### config.mk
export PLATFORM = sky130hd
export DESIGN_NAME = seven_seg_capture
export DESIGN_NICKNAME = d
export VERILOG_FILES = /design/src/rtl/seven_seg_capture.sv
export SDC_FILE = /design/constraint.sdc
export NUM_CORES = 1
export LEC_CHECK = 0
export BUFFER_PORTS_ARGS = -buffer_cell sky130_fd_sc_hd__buf_4
export CAP_MARGIN = 20
export CELL_PAD_IN_SITES_DETAIL_PLACEMENT = 1
export CELL_PAD_IN_SITES_GLOBAL_PLACEMENT = 1
export CORE_MARGIN = 1
export CORE_UTILIZATION = 45
export DETAILED_ROUTE_END_ITERATION = 8
export GPL_ROUTABILITY_DRIVEN = 0
export PLACE_DENSITY = 0.86
export SYNTH_ARGS = -nofsm -noshare
export SYNTH_HDL_FRONTEND = slang
export SYNTH_SLANG_ARGS = --single-unit
### constraint.sdc
create_clock -name clk_pi -period 4.4 [get_ports clk_pi]
set_input_delay 1.1 -clock clk_pi [delete_from_list [all_inputs] [get_ports clk_pi]]
set_output_delay 1.1 -clock clk_pi [all_outputs]
set_load 0.01 [all_outputs]
### src/rtl/seven_seg_capture.sv
// seven_seg_capture: watches a multiplexed active-low seven-segment bus, debounces each
// digit dwell, decodes patterns to nibbles and reassembles the displayed 16-bit value.
module seven_seg_capture #(
    parameter int SETTLE_CYCLES = 2
) (
    input  logic        clk_pi,
    input  logic        rst_pi,
    input  logic [6:0]  seg_pi,
    input  logic [3:0]  an_pi,
    output logic [15:0] num_po,
    output logic        valid_po,
    output logic        err_po,
    output logic [1:0]  digit_po
);
    typedef enum logic [1:0] {IDLE, SETTLE, HELD} state_t;

    state_t      state_q, state_d;
    logic [6:0]  seg_q;
    logic [3:0]  an_q;
    logic [7:0]  cnt_q, cnt_d;
    logic [15:0] slots_q, slots_d, num_q, num_d;
    logic [3:0]  cap_q, cap_d;
    logic        bad_q, bad_d, valid_q, valid_d, err_q, err_d;
    logic [1:0]  digit_q, digit_d;
    logic        change, fire, legal;
    logic [1:0]  idx;
    logic [4:0]  dec;

    // Returns {pattern_ok, nibble}.
    function automatic logic [4:0] decode(input logic [6:0] s);
        case (s)
            7'h40: return 5'h10;
            7'h79: return 5'h11;
            7'h24: return 5'h12;
            7'h30: return 5'h13;
            7'h19: return 5'h14;
            7'h12: return 5'h15;
            7'h02: return 5'h16;
            7'h78: return 5'h17;
            7'h00: return 5'h18;
            7'h18: return 5'h19;
            7'h08: return 5'h1A;
            7'h03: return 5'h1B;
            7'h46: return 5'h1C;
            7'h21: return 5'h1D;
            7'h06: return 5'h1E;
            7'h0E: return 5'h1F;
            default: return 5'h00;
        endcase
    endfunction

    assign change = (seg_pi != seg_q) || (an_pi != an_q);
    assign legal  = (an_q == 4'hE) || (an_q == 4'hD) || (an_q == 4'hB) || (an_q == 4'h7);
    assign idx    = an_q == 4'hE ? 2'd0 : an_q == 4'hD ? 2'd1 : an_q == 4'hB ? 2'd2 : 2'd3;
    assign dec    = decode(seg_q);
    assign fire   = (state_q == SETTLE) && !change && (cnt_d == 8'(SETTLE_CYCLES));

    always_comb begin
        cnt_d   = change ? 8'd0 : (cnt_q == 8'hFF ? cnt_q : cnt_q + 8'd1);
        state_d = state_q;
        slots_d = slots_q;
        num_d   = num_q;
        cap_d   = cap_q;
        bad_d   = bad_q;
        digit_d = digit_q;
        valid_d = 1'b0;
        err_d   = 1'b0;
        // A completed frame is judged one edge after its fourth capture.
        if (cap_q == 4'hF) begin
            cap_d   = 4'h0;
            bad_d   = 1'b0;
            valid_d = !bad_q;
            err_d   = bad_q;
            num_d   = bad_q ? num_q : slots_q;
        end
        if (change) begin
            state_d = (an_pi == 4'hF) ? IDLE : SETTLE;
        end else if (fire) begin
            state_d = HELD;
            if (legal) begin
                slots_d[idx*4 +: 4] = dec[3:0];
                cap_d[idx]          = 1'b1;
                bad_d               = bad_d | !dec[4];
                digit_d             = idx;
            end else begin
                err_d = 1'b1;
                cap_d = 4'h0;
                bad_d = 1'b0;
            end
        end
    end

    always_ff @(posedge clk_pi or posedge rst_pi) begin
        if (rst_pi) begin
            state_q <= IDLE;
            seg_q   <= 7'h7F;
            an_q    <= 4'hF;
            cnt_q   <= 8'd0;
            slots_q <= 16'h0;
            num_q   <= 16'h0;
            cap_q   <= 4'h0;
            bad_q   <= 1'b0;
            valid_q <= 1'b0;
            err_q   <= 1'b0;
            digit_q <= 2'd0;
        end else begin
            state_q <= state_d;
            seg_q   <= seg_pi;
            an_q    <= an_pi;
            cnt_q   <= cnt_d;
            slots_q <= slots_d;
            num_q   <= num_d;
            cap_q   <= cap_d;
            bad_q   <= bad_d;
            valid_q <= valid_d;
            err_q   <= err_d;
            digit_q <= digit_d;
        end
    end

    assign num_po   = num_q;
    assign valid_po = valid_q;
    assign err_po   = err_q;
    assign digit_po = digit_q;
endmodule

==> flow_metrics.tcl <==
set metrics [dict create \
    crit_slowest_cell "nor4_1" \
    num_rows 30 \
    syn_inst 297 \
    cts.sinks 62 \
    synth_seq_cells 62 \
    grt_max_degree 42 \
    synthFlopType "dfrtp_1" \
    nNetsFinal 336 \
    async_flop_share 1.000 \
    cts_hold_buffers 0 \
    clk_path_buf_depth 2 \
    critPathKind "primary input to register" \
    initial_utilization 0.4645 \
    drive_above_1_share 0.3058 \
    syn_nets 311 \
    seq_area_frac_synth 0.4960 \
    hold_class "register to register" \
    startpoint "seg_pi[1]" \
    start_kind "primary input" \
    cap_viol_max_count 0 \
    cts_root_buf "clkbuf_8" \
    dp_slack_ps 814.4 \
    die_y_um 85.74 \
    power_density_mw_per_mm2 329.2 \
    antenna_found_initial 0 \
    rr_endpoint "slots_q[15]" \
    grt_pass1_vias 2370 \
    cp_cell_sequence "buf_4 > xor2_1 > nor4_1 > o2111a_1 > nor4b_4 > nor4b_4 > mux2_2" \
    setup_viol 0 \
    tns_ps 0 \
    cts_tree "done" \
    synth.cell_area_mm2 0.003156 \
    cp-end-kind "register" \
    viasPerCell 5.411 \
    grt_overflow 0 \
    r2r_cells 7 \
    antennaDiodeCount 0 \
    crit_end "slots_q[15]" \
    io_pins 33 \
    rrSetupSlack_ps 1370 \
    avgRoutedWirePerCell_um 16.14 \
    finalMaxSlewViolations 0 \
    fin_crit_sh 0.7333 \
    critPathBufInv 1 \
    path_delay_family "simple AND/OR/NAND/NOR gates" \
    critPathMaxFanout 10 \
    cts_resized 0 \
    syn_avg_cell_area_um2 10.62 \
    synthDistinctLibCells 51 \
    die_w_um 85.74 \
    drtIter0Drc 75 \
    cts_setup_buffers 0 \
    max_freq_mhz 309.9 \
    arrival_ps 3440 \
    worst-path-stages 7 \
    drt-pass1-iter-count 4 \
    core_area_mm2 0.006794 \
    finalHoldViolations 0 \
    dp_hpwl_um 4807 \
    r2r_start "cnt_q[0]" \
    status "finished, final reports clean" \
    skew_ps 7.494 \
    htreeDepth 3 \
    drc 0 \
    grt_use_total 0.2054 \
    area_delta_synth_final_pct 15.66 \
    p_leak_nw 1.698 \
    finalHoldWorstSlack_ps 506.0 \
    die-area_mm2 0.007351 \
    setup_slack_ps 1174 \
    routed_wl_um 6827 \
    cts_made_buffers 9 \
    relSlewSlack 0.3012 \
    num_vias 2289 \
    clkLatencyLatePin_ps 330 \
    rsz0062_at_grt "false" \
    grt_pass1_wl_um 11630 \
    ant_nets 0 \
    worst-endpoint-required_ps 4620 \
    cp_common_cell "nor4b_4" \
    worst_pin_slew_ps 1046 \
    port_buffers 32 \
    clk_pin_slew_ps 70 \
    ir_worst_vdd_v 0.0001923 \
    synth-edff-count 0 \
    synth_warnings 0 \
    finalCriticalPeriod_ps 3226 \
    slowest_delay_ps 470 \
]
==> how the worst min path moves through the flow <==
stage	startpoint	slack, ps	to	cells past startpoint
finish	slots_q[7]	510	slots_q[7]	1
global route	num_po[15]	520	num_po[15]	1
CTS	slots_q[7]	510	num_po[7]	1
detailed placement	slots_q[10]	490	num_po[10]	1
global placement	slots_q[7]	490	num_po[7]	1
floorplan	bad_q	470	err_po	1
==> per-stage QoR <==
| stage | power, W | util | area, um^2 | std cells |
|---|---|---|---|---|
| after floorplan | 0.0006464 | - | 3156 | 297 |
| after global placement | 0.0006691 | 0.5059 | 3437 | 407 |
| after detailed placement | 0.0006725 | 0.5059 | 3437 | 407 |
| after CTS | 0.001215 | 0.5372 | 3650 | 423 |
| after global routing | 0.001247 | 0.5372 | 3650 | 423 |
| final | 0.001202 | 0.5372 | 3650 | 423 |
==> cell usage in the layout, fill, tap and decap left out, types with 2 or more instances in the layout <==
master,synthesis,final
a211oi_1,4,4
a21o_1,2,2
a21oi_1,10,10
a22oi_1,2,2
a31oi_1,6,6
and2_1,3,3
and3_1,3,3
and4_1,3,3
buf_4,3,34
bufinv_16,0,2
clkbuf_8,0,9
clkinv_2,0,2
clkinvlp_4,0,2
dfrtp_1,51,51
dfstp_2,11,11
inv_1,14,13
mux2_2,30,30
mux2i_1,6,6
nand2_1,17,17
nand3_1,5,5
nand3b_1,3,3
nand4_1,5,5
nor2_1,29,29
nor2b_1,3,3
nor3_1,6,6
nor3b_1,7,7
nor4_1,2,2
nor4b_4,2,2
o211ai_1,4,4
o21ai_0,8,8
or2_2,4,4
or3_1,2,2
xnor2_1,2,2
xor2_1,14,14
==> cells by family (layout without fill, tap and decap cells) <==
logic type / Yosys count / count (layout) / synth area share
adder cells (fa/ha/maj): 1 / 1 / 0.003964
AO/OA/AOI/OAI: 46 / 46 / 0.09557
buffers and inverters: 34 / 64 / 0.04639
AND/OR/NAND/NOR: 102 / 102 / 0.1876
flip-flops: 62 / 62 / 0.4960
XOR/XNOR: 16 / 16 / 0.04441
multiplexers: 36 / 36 / 0.1261
==> synthesized netlist by cell type (all sizes together) (6+ instances only) <==
master | n | area share
a31oi | 6 | 0.012
inv | 14 | 0.017
nor3b | 7 | 0.017
dfrtp | 51 | 0.40
nand2 | 17 | 0.020
dfstp | 11 | 0.092
nor3 | 6 | 0.0095
mux2 | 30 | 0.11
mux2i | 6 | 0.019
buf | 9 | 0.017
o21ai | 8 | 0.013
xor2 | 14 | 0.039
a21oi | 10 | 0.016
clkbuf | 11 | 0.013
nor2 | 29 | 0.034
==> sequential cells by signal (all words and copies together), names as in the netlist <==
name	count
bad_q	1
an_q	4
seg_q	7
state_q	2
valid_po	1
digit_po	2
slots_q	16
cnt_q	8
num_po	16
err_po	1
cap_q	4
==> area by class of cell <==
type	count	area (um^2)
Fill cell	728	3144
Sequential cell	62	1565
Multi-Input combinational cell	201	1444
Timing Repair Buffer	34	255.2
Clock buffer	9	123.9
Tap cell	96	120.1
Clock inverter	7	88.84
Inverter	14	52.55
==> power breakdown <==
part	internal, W	switching, W
Combinational	0.0000262	0.0000365
Sequential	0.000580	0.0000181
Clock	0.000315	0.000226
Total	0.000921	0.000281
==> per-layer routing <==
metal / GRT usage / wire, um / vias up
li1: - / - / 1097
met3: 0.03465 / 149 / 10
met5: 0 / 0 / -
met2: 0.3389 / 3387 / 29
met4: 0.08030 / 92 / 0
met1: 0.2711 / 3197 / 1153
No activity file was read; power rests on OpenSTA's default activity.
